[src/rtl/conv_mac_seq.sv]
// conv_mac_seq -- single-MAC 2-D convolution engine.
//
// Snapshots an IN_DIM x IN_DIM feature map and a K x K kernel on start.
// It then walks every valid window in row-major order and computes one tap
// per cycle. Each window result is requantised (right shift, then saturate
// or truncate) and streamed over a valid/ready port.
//
// Ports:
//   clk, rst    clock; asynchronous active-high reset
//   start       begin a job (sampled only while idle)
//   ifmap       feature map, element (r,c) at [(r*IN_DIM+c)*DATA_W +: DATA_W]
//   kernel      kernel, element (i,j) at [(i*K+j)*DATA_W +: DATA_W]
//   conv_mode   0 = correlation, 1 = convolution (flipped kernel)
//   sat_en      1 = saturate to OUT_W, 0 = keep low OUT_W bits
//   shift       right shift applied to the accumulator before requantising
//   busy        high whenever a job is in progress
//   out_valid   result available on out_data/out_idx
//   out_ready   consumer accepts the result
//   out_data    requantised window result
//   out_idx     window index, row-major r*OUT_DIM+c
//   done        one-cycle pulse after the last result handshake
module conv_mac_seq #(
  parameter int DATA_W = 8,
  parameter int IN_DIM = 4,
  parameter int K      = 3,
  parameter int ACC_W  = 20,
  parameter int OUT_W  = 8,
  parameter int SIGNED = 0,
  localparam int OUT_DIM = IN_DIM - K + 1,
  localparam int IDX_W   = (OUT_DIM * OUT_DIM > 1) ? $clog2(OUT_DIM * OUT_DIM) : 1
) (
  input  logic                              clk,
  input  logic                              rst,
  input  logic                              start,
  input  logic [IN_DIM*IN_DIM*DATA_W-1:0]   ifmap,
  input  logic [K*K*DATA_W-1:0]             kernel,
  input  logic                              conv_mode,
  input  logic                              sat_en,
  input  logic [4:0]                        shift,
  output logic                              busy,
  output logic                              out_valid,
  input  logic                              out_ready,
  output logic [OUT_W-1:0]                  out_data,
  output logic [IDX_W-1:0]                  out_idx,
  output logic                              done
);

  localparam int TAPS  = K * K;
  localparam int NWIN  = OUT_DIM * OUT_DIM;
  localparam int TAP_W = (TAPS > 1) ? $clog2(TAPS) : 1;
  localparam int KI_W  = (K > 1) ? $clog2(K) : 1;
  localparam int WR_W  = (OUT_DIM > 1) ? $clog2(OUT_DIM) : 1;

  // Saturation bounds expressed at accumulator width (requires ACC_W > OUT_W).
  localparam logic [ACC_W-1:0]        UMAX = {{(ACC_W-OUT_W){1'b0}}, {OUT_W{1'b1}}};
  localparam logic signed [ACC_W-1:0] SMAX = {{(ACC_W-OUT_W+1){1'b0}}, {(OUT_W-1){1'b1}}};
  localparam logic signed [ACC_W-1:0] SMIN = ~SMAX;

  typedef enum logic [2:0] {
    IDLE,
    MAC,
    DRAIN,
    OUT,
    DONE
  } state_t;

  state_t state, state_nxt;

  // Job snapshot
  logic [IN_DIM*IN_DIM*DATA_W-1:0] ifmap_q;
  logic [K*K*DATA_W-1:0]           kernel_q;
  logic                            mode_q;
  logic                            sat_q;
  logic [4:0]                      shift_q;

  // Datapath and counters
  logic [ACC_W-1:0] acc;
  logic [ACC_W-1:0] prod;
  logic [TAP_W-1:0] tap;
  logic [KI_W-1:0]  ki;
  logic [KI_W-1:0]  kj;
  logic [WR_W-1:0]  wr;
  logic [WR_W-1:0]  wc;
  logic [IDX_W-1:0] win;

  // Combinational helpers
  int unsigned                   pix_row;
  int unsigned                   pix_col;
  int unsigned                   kern_idx;
  logic [DATA_W-1:0]             pix_sel;
  logic [DATA_W-1:0]             kern_sel;
  logic signed [2*DATA_W-1:0]    prod_s;
  logic [2*DATA_W-1:0]           prod_u;
  logic [ACC_W-1:0]              prod_ext;
  logic [ACC_W-1:0]              sum;
  logic [ACC_W-1:0]              shifted;
  logic signed [ACC_W-1:0]       shifted_s;
  logic [OUT_W-1:0]              req;

  logic last_tap;
  logic last_kcol;
  logic last_win;
  logic last_wcol;

  assign last_tap  = (tap == TAP_W'(TAPS - 1));
  assign last_kcol = (kj == KI_W'(K - 1));
  assign last_win  = (win == IDX_W'(NWIN - 1));
  assign last_wcol = (wc == WR_W'(OUT_DIM - 1));

  // Operand selection and product for the current tap.
  always_comb begin
    pix_row  = int'(wr) + int'(ki);
    pix_col  = int'(wc) + int'(kj);
    kern_idx = mode_q ? (TAPS - 1 - int'(tap)) : int'(tap);
    pix_sel  = ifmap_q[(pix_row * IN_DIM + pix_col) * DATA_W +: DATA_W];
    kern_sel = kernel_q[kern_idx * DATA_W +: DATA_W];
    prod_s   = (2*DATA_W)'($signed(pix_sel)) * (2*DATA_W)'($signed(kern_sel));
    prod_u   = (2*DATA_W)'(pix_sel) * (2*DATA_W)'(kern_sel);
    if (SIGNED != 0) prod_ext = ACC_W'(prod_s);
    else             prod_ext = ACC_W'(prod_u);
  end

  // Requantisation of the final window sum. In DRAIN the last product has not
  // reached acc yet, so the result is taken from acc + prod directly; this keeps
  // the window at K*K+2 cycles.
  always_comb begin
    sum = acc + prod;
    if (int'(shift_q) >= ACC_W) begin
      shifted = ((SIGNED != 0) && sum[ACC_W-1]) ? '1 : '0;
    end else if (SIGNED != 0) begin
      shifted = $signed(sum) >>> shift_q;
    end else begin
      shifted = sum >> shift_q;
    end
    shifted_s = shifted;

    req = shifted[OUT_W-1:0];
    if (sat_q) begin
      if (SIGNED != 0) begin
        if (shifted_s > SMAX)      req = SMAX[OUT_W-1:0];
        else if (shifted_s < SMIN) req = SMIN[OUT_W-1:0];
      end else begin
        if (shifted > UMAX)        req = '1;
      end
    end
  end

  // State register
  always_ff @(posedge clk or posedge rst) begin
    if (rst) state <= IDLE;
    else     state <= state_nxt;
  end

  // Next-state logic
  always_comb begin
    state_nxt = state;
    case (state)
      IDLE:    if (start) state_nxt = MAC;
      MAC:     if (last_tap) state_nxt = DRAIN;
      DRAIN:   state_nxt = OUT;
      OUT:     if (out_ready) state_nxt = last_win ? DONE : MAC;
      DONE:    state_nxt = IDLE;
      default: state_nxt = IDLE;
    endcase
  end

  assign busy      = (state != IDLE);
  assign out_valid = (state == OUT);
  assign done      = (state == DONE);

  // Datapath, snapshot and counters
  always_ff @(posedge clk or posedge rst) begin
    if (rst) begin
      ifmap_q  <= '0;
      kernel_q <= '0;
      mode_q   <= 1'b0;
      sat_q    <= 1'b0;
      shift_q  <= '0;
      acc      <= '0;
      prod     <= '0;
      tap      <= '0;
      ki       <= '0;
      kj       <= '0;
      wr       <= '0;
      wc       <= '0;
      win      <= '0;
      out_data <= '0;
      out_idx  <= '0;
    end else begin
      case (state)
        IDLE: begin
          if (start) begin
            ifmap_q  <= ifmap;
            kernel_q <= kernel;
            mode_q   <= conv_mode;
            sat_q    <= sat_en;
            shift_q  <= shift;
            acc      <= '0;
            prod     <= '0;
            tap      <= '0;
            ki       <= '0;
            kj       <= '0;
            wr       <= '0;
            wc       <= '0;
            win      <= '0;
          end
        end
        MAC: begin
          // prod is cleared at window start, so tap 0 adds nothing stale.
          prod <= prod_ext;
          acc  <= sum;
          tap  <= tap + 1'b1;
          if (last_kcol) begin
            kj <= '0;
            ki <= ki + 1'b1;
          end else begin
            kj <= kj + 1'b1;
          end
        end
        DRAIN: begin
          acc      <= sum;
          out_data <= req;
          out_idx  <= win;
        end
        OUT: begin
          if (out_ready) begin
            acc  <= '0;
            prod <= '0;
            tap  <= '0;
            ki   <= '0;
            kj   <= '0;
            if (!last_win) begin
              win <= win + 1'b1;
              if (last_wcol) begin
                wc <= '0;
                wr <= wr + 1'b1;
              end else begin
                wc <= wc + 1'b1;
              end
            end
          end
        end
        default: ;
      endcase
    end
  end

endmodule

[config.mk]
export PLATFORM = sky130hd
export DESIGN_NAME = conv_mac_seq
export DESIGN_NICKNAME = d
export VERILOG_FILES = /design/src/rtl/conv_mac_seq.sv
export SDC_FILE = /design/constraint.sdc
export NUM_CORES = 1
export LEC_CHECK = 0
export ABC_CLOCK_PERIOD_IN_PS = 9200
export BUFFER_PORTS_ARGS = -buffer_cell sky130_fd_sc_hd__buf_2
export CAP_MARGIN = 20
export CORE_ASPECT_RATIO = 1.1
export CORE_UTILIZATION = 59
export DETAILED_ROUTE_END_ITERATION = 10
export PLACE_DENSITY = 0.87
export SLEW_MARGIN = 0
export SYNTH_ARGS = -nofsm -noshare
export SYNTH_HDL_FRONTEND = slang
export SYNTH_SLANG_ARGS = --single-unit
[constraint.sdc]
create_clock -name clk -period 9.2 [get_ports clk]
set_input_delay 0.92 -clock clk [delete_from_list [all_inputs] [get_ports clk]]
set_output_delay 0.92 -clock clk [all_outputs]
set_load 0.02 [all_outputs]
# Word level (Yosys, flattened, before mapping)

Index checks and enable logic that the tools add are counted.
Widths: inputs -> output; s select.

Muxes and demuxes: 34
$add $sub $neg: 11
Equal/unequal tests: 13
Shift operators: 3
Multiply operators: 1
Reduce and logical (&&, ||, !) cells: 13
Magnitude comparators: 2

Operators with widths:

| operator            | count |
|---|---|
| $shiftx 128x10->8   | 1 |
| $pmux 20 s3         | 2 |
| $shiftx 72x33->8    | 1 |
| $mux 20             | 3 |
| $mux 29             | 1 |
| $add 20x20->20      | 1 |
| $gt 20x8->1 const B | 1 |
| $shr 20x5->20       | 1 |
| $mul 8x8->16        | 1 |
| $mux 8              | 2 |
| $mux 2              | 6 |
| $mux 3              | 4 |
| $pmux 2 s3          | 2 |
| $pmux 3 s4          | 1 |
| $pmux 4 s3          | 1 |
| $reduce_and 3->1    | 3 |
| $reduce_bool 3->1   | 3 |
| $mux 4              | 2 |
| $ne 2x2->1 const B  | 4 |
| $reduce_and 4->1    | 2 |
| $mux 1              | 7 |
| $add 1x2->3         | 2 |
| $add 2x1->2 const B | 3 |
| $add 5x3->6         | 1 |
| other kinds (17)    | 22 |

Output and inout bits: 13
Logic and storage cells: 93
Flip-flop bits (word level): 272
Input port bits: 211

# Depth between registers and ports, before layout

Gate-level depths: netlist (run 1).

Depth after elaboration: 6
Mapped depth: 29
Gate-level depth less buffers: 28

# Least setup slack after synthesis (run 1)

OpenSTA, ideal clock, no wires.

Kind: register -> register
Start: register tap[0]
End: register prod[15]
Arrival time: 6.679 ns
Required time: 9.067 ns
Stages on the path, launching flop included: 29
Period minus slack after synthesis: 6.812 ns
Setup slack: 2.388 ns
Library setup time: 0.133 ns
Path buffers: 2
Cells stage by stage: dfrtp_1 > buf_1 > inv_1 > ha_1 > mux2i_1 > clkbuf_1 > mux4_2 > mux2i_1 > o21ai_0 > nand2_1 > nor2_1 > fa_1 > inv_1 > fa_1 > inv_1 > fa_1 > inv_1 > fa_1 > inv_1 > ha_1 > inv_1 > o21bai_1 > a21oi_1 > nor2b_1 > o21a_1 > o31a_1 > o41ai_1 > xnor2_1 > o21ai_0

Cells in the longest elaborated chain, start to end: 5

Ends and longest elaborated chain:

| element                | RTL line | text |
|---|---|---|
| start, declared        | 79       | `logic [TAP_W-1:0] tap;` |
| start signal, assigned | 212      | `tap <= tap + 1'b1;` |
| $sub 4x4->5            | 114      | `kern_idx = mode_q ? (TAPS - 1 - int'(tap)) : int'(tap);` |
| $mux 29 (*)            | 114      |  |
| $shiftx 72x33->8 (*)   | 116      | `kern_sel = kernel_q[kern_idx * DATA_W +: DATA_W];` |
| $mul 8x8->16 (*)       | 118      | `prod_u = (2*DATA_W)'(pix_sel) * (2*DATA_W)'(kern_sel);` |
| $pmux 20 s3 (*)        | 190      | `case (state)` |
| end signal, assigned   | 210      | `prod <= prod_ext;` |
| end, declared          | 78       | `logic [ACC_W-1:0] prod;` |

Mark *: on every way between the ends. The rest lies on a longest branch, timed or not.
A chain may end at the register's enable or synchronous reset.

# Worst setup path after layout (run 1)

Start: register wc, in the netlist last_wcol
End: register prod[15]

Cells in the longest elaborated chain, start to end: 5

Ends and longest elaborated chain:

| element                | RTL line | text |
|---|---|---|
| start, declared        | 83       | `logic [WR_W-1:0] wc;` |
| start signal, assigned | 238      | `wc <= wc + 1'b1;` |
| $add 1x2->3            | 113      | `pix_col = int'(wc) + int'(kj);` |
| $add 5x3->6            | 115      | `pix_sel = ifmap_q[(pix_row * IN_DIM + pix_col) * DATA_W +: DATA_W];` |
| $shiftx 128x10->8      | 115      |  |
| $mul 8x8->16           | 118      |  |
| $pmux 20 s3            | 190      |  |

Every way passes these cells.

==> reports/qor.csv, run 1 <==
stage,metric,value,unit
setup_path,reg2reg end,prod[15],
setup_path,CP endpoint kind,flip-flop,
cts,clock tree buffer depth,3,
timing,min cycle time layout,7370,ps
yosys,Post-Synth Adder-Cell Area,9.23,%
setup_path,Crit Path Category,flip-flop to flip-flop,
setup_path,CP max stage cell,ha_1,
setup_path,worst stage delay on the critical path,950,ps
place,placer congestion estimate,0.948,
yosys,Synth Cell Area,16000,um2
yosys,Synth area leader,dfrtp_1,
timing,unrepaired setup endpoints after global routing,no,
detailed_routing,Final Routed Wirelength,43.0,mm
yosys,sequential area share after synthesis,41.9,%
cts,# hold bufs at CTS,0,
setup_path,worst setup path end,prod[15],
setup_path,register-to-register setup slack,1830,ps
cts,CTS buffer count,29,
setup_path,Bufs and invs on worst path,3,
timing,worst relative slew slack,9.19,%
cts,clock-pin slew on the worst setup and hold paths,70,ps
yosys,"count leader, synth",dfrtp_1,
yosys,Syn Area/Cell,11.4,um2
yosys,post-synth top area share,41.9,%
yosys,"flops & latches, synth",268,
floorplanning,I/O pin cnt,224,
setup_path,CP arrival,7800,ps
timing,worst-margin pin slew,1360,ps
yosys,post-synthesis mux area share,23.9,%
cts,Clk Tree Root Cell,clkbuf_16,
global_routing,total gr overflow,0,
global_routing,antenna violations before repair,14,
setup_path,Reg2Reg Depth,25,
yosys,largest family of logic cells by synthesized area,multiplexers,
setup_path,crit-path max FO,18,
floorplanning,Starting Density,60.7,%
detailed_routing,post-route ant nets,0,
yosys,synth top area cells,"dfrtp_1 (42%), mux2_2 (14%), mux4_2 (7.2%), fa_1 (4.6%), ha_1 (4.6%)",
place,PortBufs,223,
global_routing,vias in the first global route,13100,
yosys,Ys Warns,0,
setup_path,Worst EP required,9630,ps
yosys,syn_nets,1710,
floorplanning,Die X,159,um
yosys,Post-synth EDFFs,0,
cells_and_area,NumNets Final,1896,
timing,final hold slack,407,ps
setup_path,"delay-heaviest family, CP",adder cells,
floorplanning,Die H,175,um
job,MaxCap Viol Count,0,
timing,Hold Fails Final Rpt,0,
global_routing,pin count of the biggest net entering global routing,204,
run_status,status,completed,
cts,number of post-CTS setup repair buffers,0,
global_routing,gr usage total,31.5,%
floorplanning,core box area,26400,um2
detailed_routing,routed vias/inst,6.19,
yosys,Async SR Flop Fraction,100,%
detailed_routing,WL/cell,21.7,um
timing,Clock Skew,12.9,ps
yosys,Cells after Synth,1403,
yosys,simple-gate share of the synthesized area,9.21,%
setup_path,Critical Path Start Type,flip-flop,
timing,final period utilization,80.2,%
yosys,"Primary FF master, synth",dfrtp_1,
detailed_routing,DRC violations left,0,
yosys,xor/xnor share of the synthesized area,1.64,%
timing,fmax,136,MHz
cts,clock net sink count,268,
worst_hold_path,Hold Crit Class,primary input to asynchronous set/reset pin,
cells_and_area,share of cells above drive strength 1,35.4,%
setup_path,Critical Path Stages,25,
cts,H-tree depth,1,
floorplanning,die area,27800,um2
global_routing,first-pass GRT wire length,69.2,mm
yosys,Synth Area in Compound Gates,10.7,%
cts,CTS resizes,0,
cts,TritonCTS clock tree,yes,
yosys,synth unique cells,77,
timing,Setup TNS,0,ps
floorplanning,Cell Rows,62,
detailed_routing,First-pass DRT Iterations,8,
timing,Setup-failing EPs final,0,
timing,Final Slew Violations,0,
cts,Clock Latency Late Sink,570,ps
place,DP Wirelength,31.0,mm
cells_and_area,P&R area growth vs syn,15.4,%
setup_path,crit path launch,last_wcol,
setup_path,Reg-to-Reg Start,last_wcol,
detailed_routing,Starting DRT DRC Count,976,
yosys,Commonest cells post-synth,"dfrtp_1 (268), mux2_2 (205), nor2_1 (110), nand2_1 (99), o21ai_0 (74)",
detailed_routing,Vias,12200,
## metal layers
metal  vias up  share of wire (%)  global-route usage, %
met5         -              0.086                      0
met4         6                4.7                   15.6
met3       139                6.6                   5.93
met2       498                 52                   56.0
met1      6122                 37                   36.7
li1       5482                  -                      -
## logic make-up after synthesis
group                    count (synthesis)
AO/OA/AOI/OAI                          251
XOR/XNOR                                30
adder cells (fa/ha/maj)                 96
buffers and inverters                  147
flip-flops                             268
multiplexers                           292
AND/OR/NAND/NOR                        319
## cell usage in the layout (no fill, tap or decap), types with 15 or more instances in the layout
| master | n |
|---|---|
| dfrtp_1 | 268 |
| buf_2 | 223 |
| mux2_2 | 205 |
| nor2_1 | 109 |
| nand2_1 | 99 |
| o21ai_0 | 74 |
| inv_1 | 64 |
| ha_1 | 58 |
| mux4_2 | 51 |
| fa_1 | 37 |
| a21oi_1 | 35 |
| mux2i_1 | 34 |
| clkbuf_16 | 29 |
| nand3_1 | 22 |
| nand4_1 | 20 |
| a22o_1 | 16 |
| xor2_1 | 15 |
## registers in the layout, summed over array words and instances, names as in the netlist
name,count
acc,20
ifmap_q,128
kernel_q,72
ki,2
kj,2
last_wcol,1
mode_q,1
out_data,8
out_idx,2
prod,16
sat_q,1
shift_q,5
state,3
tap,4
win,2
wr,1
## metrics by stage
step                      setup WS (ps)  instance area (um2)  utilization (%)  instances
after floorplan                     898                16000                -       1403
after global placement             1940                17400             66.0       1909
after detailed placement           1840                17400             66.0       1910
after CTS                          1820                18500             70.0       1964
after global routing               1360                18500             70.1       1975
final                              1830                18500             70.1       1977
## worst min-delay path by stage
stage                     slack (ps)         end  depth (start not counted)
after floorplan                  450     prod[0]                          2
after global placement           470     prod[9]                          2
after detailed placement         480    prod[12]                          2
after CTS                        480      acc[3]                          2
after global routing             470  out_idx[0]                          2
final                            410  out_idx[0]                          2
## final cells by class
type | instances | area (um2)
Antenna cell | 13 | 32.5
Clock inverter | 17 | 218
Timing Repair Buffer | 235 | 1230
Multi-Input combinational cell | 988 | 8780
Fill cell | 1765 | 7890
Sequential cell | 268 | 6710
Tap cell | 352 | 440
Inverter | 67 | 259
Clock buffer | 37 | 826
Power of run 1 is not shown: default switching activity piles up to over one toggle a cycle in this logic, so the estimate is an artifact.
==> run 2: changes to the inputs <==
- ABC_CLOCK_PERIOD_IN_PS: 9200 -> 6600
- CORE_UTILIZATION: 59 -> 53
- PLACE_DENSITY: 0.87 -> 0.82
- clock period: 9.2 -> 6.6 ns (I/O delays scaled with it)
==> reports/qor.csv, run 2 (synthesis results as in run 1) <==
stage,metric,value,unit
run_status,status,completed,
cells_and_area,Largest register FFs,128,
timing,Final Slew Violations,0,
detailed_routing,Vias,12000,
timing,Setup-failing EPs final,0,
cts,TritonCTS clock tree,yes,
detailed_routing,Starting DRT DRC Count,786,
cts,clock net sink count,268,
cts,CTS buffer count,29,
timing,worst relative slew slack,30.7,%
setup_path,Crit Path Category,flip-flop to flip-flop,
detailed_routing,WL/cell,20.9,um
timing,fmax,158,MHz
timing,Hold Fails Final Rpt,0,
cells_and_area,Reg with most FFs,ifmap_q,
floorplanning,I/O pin cnt,224,
cells_and_area,most frequent cells in the layout,"dfrtp_1 (268), buf_2 (223), mux2_2 (205)",
floorplanning,die area,30900,um2
timing,worst-margin pin slew,1040,ps
cells_and_area,largest registers,"ifmap_q x128, kernel_q x72, acc x20",
global_routing,first-pass GRT wire length,66.4,mm
place,DP Wirelength,30.8,mm
cells_and_area,NumNets Final,1916,
timing,min cycle time layout,6340,ps
setup_path,CP endpoint kind,flip-flop,
setup_path,most used cell along the critical path,inv_1,
timing,unrepaired setup endpoints after global routing,no,
job,MaxCap Viol Count,0,
global_routing,gr usage total,27.3,%
detailed_routing,Final Routed Wirelength,41.9,mm
global_routing,pin count of the biggest net entering global routing,144,
setup_path,Critical Path Start Type,flip-flop,
floorplanning,Die H,184,um
setup_path,crit-path max FO,9,
place,placer congestion estimate,0.928,
cells_and_area,"commonest non-fill, non-tap cell in the layout",dfrtp_1,
global_routing,total gr overflow,0,
cts,Clock Latency Late Sink,580,ps
detailed_routing,routed vias/inst,5.98,
worst_hold_path,Hold Crit Class,primary input to asynchronous set/reset pin,
cells_and_area,P&R area growth vs syn,16.5,%
floorplanning,Cell Rows,66,
setup_path,Reg2Reg Depth,26,
setup_path,worst stage delay on the critical path,540,ps
cts,Clk Tree Root Cell,clkbuf_16,
global_routing,antenna violations before repair,5,
cells_and_area,share of cells above drive strength 1,36.9,%
floorplanning,Starting Density,54.0,%
timing,final period utilization,96.0,%
timing,PnR worst setup slack,262,ps
setup_path,Worst EP required,7040,ps
detailed_routing,First-pass DRT Iterations,7,
setup_path,CP max stage cell,mux4_2,
detailed_routing,post-route ant nets,0,
place,Setup WS pre-CTS,-60.4,ps
cts,H-tree depth,1,
place,PortBufs,223,
floorplanning,Die X,168,um
cts,clock tree buffer depth,3,
global_routing,vias in the first global route,12700,
floorplanning,core box area,29600,um2
timing,Clock Skew,16.8,ps
setup_path,CP arrival,6780,ps
cts,clock-pin slew on the worst setup and hold paths,60,ps
detailed_routing,DRC violations left,0,
timing,final hold slack,117,ps
## run 2: cell type report
| type | count | area, um2 |
|---|---|---|
| Multi-Input combinational cell | 988 | 8860 |
| Tap cell | 374 | 468 |
| Fill cell | 2213 | 11000 |
| Inverter | 67 | 255 |
| Sequential cell | 268 | 6710 |
| Antenna cell | 4 | 10.0 |
| Clock inverter | 18 | 171 |
| Clock buffer | 34 | 764 |
| Timing Repair Buffer | 255 | 1440 |
## run 2: timing repair
item,4_1_cts,5_1_grt
setup buffers,0,1
pin swaps,0,1
resized for setup,2,14
hold buffers,0,0
gates cloned,0,1
setup endpoints to repair,1,4
## run 2: worst max-delay path: cells and delay by family, from the launching register on
family | cells | cell delay [ps]
buffers and inverters | 6 | 450
and+or+nand+nor | 3 | 280
adders and majority gates | 7 | 2900
DFF | 1 | 430
muxes | 2 | 770
AOI/OAI and AO/OA | 7 | 1210
xor gates and xnor gates | 1 | 160
## run 2: layer usage
metal  up-vias  global-route usage (%)  part of all wire, %
met5         -                       0                0.019
met4         2                    11.2                  3.8
met3       109                    5.28                  5.8
met2       421                    47.9                   51
met1      5968                    33.1                   40
li1       5516                       -                    -
## run 2: path summary, 6_finish.rpt
| kind | from | end | slack (ps) |
|---|---|---|---|
| max | last_wcol | prod[15] | 260 |
| min reg2reg | prod[9] | prod[9] | 480 |
| min in group clk | shift[2] | shift_q[2] | 280 |
| max reg2reg | last_wcol | prod[15] | 260 |
| max in group asynchronous | rst | ifmap_q[87] | 4660 |
| min | rst | kernel_q[2] | 120 |
## run 2: stage by stage
stage                     TNS (ps)  cells  utilization [%]  instance area (um2)
after floorplan                  0   1403                -                16000
after global placement           0   1949             59.4                17600
after detailed placement     -60.4   1950             59.4                17600
after CTS                        0   2002             62.6                18600
after global routing             0   2004             62.9                18700
final                            0   2008             63.0                18700
Power of run 2 is left out for the same reason.
==> run 3: changes to the inputs <==
- CORE_UTILIZATION: 53 -> 54
- CTS_BUF_LIST: unset -> sky130_fd_sc_hd__clkbuf_4 sky130_fd_sc_hd__clkbuf_8
- PLACE_DENSITY: 0.82 -> 0.84
- RECOVER_POWER: unset -> 25
==> reports/qor.csv, run 3 (synthesis results as in run 1) <==
stage,metric,value,unit
run_status,status,finished with violations,
run_status,failing checks,"design-rule violations, max-capacitance violations, max-slew violations",
cts,number of post-CTS setup repair buffers,0,
setup_path,CP endpoint kind,flip-flop,
detailed_routing,WL/cell,20.7,um
cells_and_area,Reg with most FFs,ifmap_q,
timing,Setup TNS,0,ps
detailed_routing,Vias,12200,
detailed_routing,post-route ant nets,0,
setup_path,Critical Path Start Type,flip-flop,
global_routing,antenna violations before repair,12,
cts,H-tree depth,2,
floorplanning,Cell Rows,65,
floorplanning,Die X,166,um
setup_path,worst stage delay on the critical path,540,ps
cells_and_area,"commonest non-fill, non-tap cell in the layout",dfrtp_1,
global_routing,pin count of the biggest net entering global routing,202,
timing,worst-margin pin slew,4710,ps
detailed_routing,First-pass DRT Iterations,9,
global_routing,vias in the first global route,13000,
setup_path,CP arrival,6630,ps
worst_hold_path,Hold Crit Class,primary input to flip-flop,
cells_and_area,P&R area growth vs syn,16.1,%
cells_and_area,NumNets Final,1932,
cts,clock net sink count,268,
setup_path,Worst EP required,7030,ps
cts,Clk Tree Root Cell,clkbuf_8,
cells_and_area,Largest register FFs,128,
timing,worst relative slew slack,-214,%
timing,min cycle time layout,6200,ps
global_routing,gr usage total,27.8,%
place,Cells after DPL,1944,
place,PortBufs,223,
global_routing,first-pass GRT wire length,67.3,mm
cells_and_area,filler cell count,2190,
setup_path,CP max stage cell,fa_1,
setup_path,Crit Path Category,flip-flop to flip-flop,
timing,Setup-failing EPs final,0,
place,area of placed instances,17600,um2
cts,clock-pin slew on the worst setup and hold paths,60,ps
floorplanning,die area,30400,um2
timing,fmax,161,MHz
setup_path,"delay-heaviest family, CP",adder cells,
cells_and_area,Final Instance Area,18600,um2
cells_and_area,most frequent cells in the layout,"dfrtp_1 (267), buf_2 (213), mux2_2 (205)",
floorplanning,Starting Density,55.3,%
cts,clock tree buffer depth,3,
floorplanning,Die H,183,um
timing,Clock Skew,29.8,ps
timing,Final Slew Violations,266,
setup_path,crit-path max FO,16,
setup_path,Bufs and invs on worst path,5,
timing,unrepaired setup endpoints after global routing,no,
cells_and_area,fin util,64.3,%
detailed_routing,routed vias/inst,6.01,
cells_and_area,share of cells above drive strength 1,36.9,%
job,MaxCap Viol Count,2,
timing,Hold Fails Final Rpt,0,
floorplanning,I/O pin cnt,224,
detailed_routing,DRC violations left,6,
timing,final period utilization,94.0,%
cells_and_area,largest registers,"ifmap_q x128, kernel_q x72, acc x20",
floorplanning,core box area,29000,um2
cells_and_area,non-filler instance count after layout,2034,
cts,Clock Latency Late Sink,570,ps
place,DP Wirelength,29.8,mm
detailed_routing,Final Routed Wirelength,42.1,mm
cts,CTS buffer count,44,
global_routing,total gr overflow,0,
cts,TritonCTS clock tree,yes,
place,placer congestion estimate,0.965,
setup_path,"critical path, cell by cell",ha_4 -> ha_4 -> buf_12 -> mux4_2 -> mux2i_1 -> o22ai_1 -> nand4_1 -> fa_1 -> fa_1 -> inv_1 -> fa_1 -> inv_1 -> fa_1 -> inv_1 -> ha_1 -> inv_1 -> o21bai_1 -> a21oi_2 -> nor2b_1 -> o21a_1 -> o31a_1 -> o41ai_2 -> xnor2_1 -> o21ai_0,
detailed_routing,Starting DRT DRC Count,913,
run 3: cell count changes in the layout (fill, tap and decap cells not counted), sizes merged:
cell         previous run  this run
clkbuf                 35        83
bufinv                  2         0
diode                   4        10
dlygate4sd3             0         1
clkinv                 13         6
buf                   254       240
run 3: worst min-delay path, cell delays in order:
cell and delay (ps):
buf_2 70, nand2_1 40, o21ai_0 60
run 3: repair_timing:
| action | in CTS | in global routing |
|---|---|---|
| setup endpoints to repair | 0 | 3 |
| hold buffers | 1 | 0 |
| hold endpoints to repair | 4 | 0 |
| resized for setup | 0 | 14 |
run 3: area by class of cell:
class / count / area [um2] / area share [%]
multi-input combinational: 988 / 8830 / 47.5
sequential: 268 / 6710 / 36.1
timing repair buffer: 256 / 1430 / 7.70
clock buffer: 68 / 836 / 4.49
tap: 368 / 460 / 2.47
inverter: 67 / 253 / 1.36
clock inverter: 9 / 60.1 / 0.323
antenna: 10 / 25.0 / 0.134
run 3: metrics by stage:
| step | hold WS [ps] | setup WS (ps) |
|---|---|---|
| 4_1_cts | 293 | 85.5 |
| 5_1_grt | 309 | 34.1 |
| 6_report | 311 | 397 |
| 2_1_floorplan | 453 | 57.3 |
| 3_5_place_dp | 483 | 127 |
| 3_3_place_gp | 471 | 243 |
run 3: path summary, 6_finish.rpt:
path | startpoint | to | slack [ps] | cells past startpoint
max reg2reg | kj[0] | prod[15] | 400 | 24
min reg2reg | acc[8] | acc[8] | 490 | 2
min in group asynchronous | rst | kernel_q[13] | 560 | 3
max in group asynchronous | rst | ifmap_q[112] | 1220 | 4
min | shift[2] | shift_q[2] | 310 | 3
max | kj[0] | prod[15] | 400 | 24
run 3: per-layer routing:
layer,wire length (um),GRT usage (%)
met1,15600,32.3
met2,21400,49.0
met3,3030,6.14
met4,2050,13.3
met5,23,0
Power of run 3 is left out for the same reason.
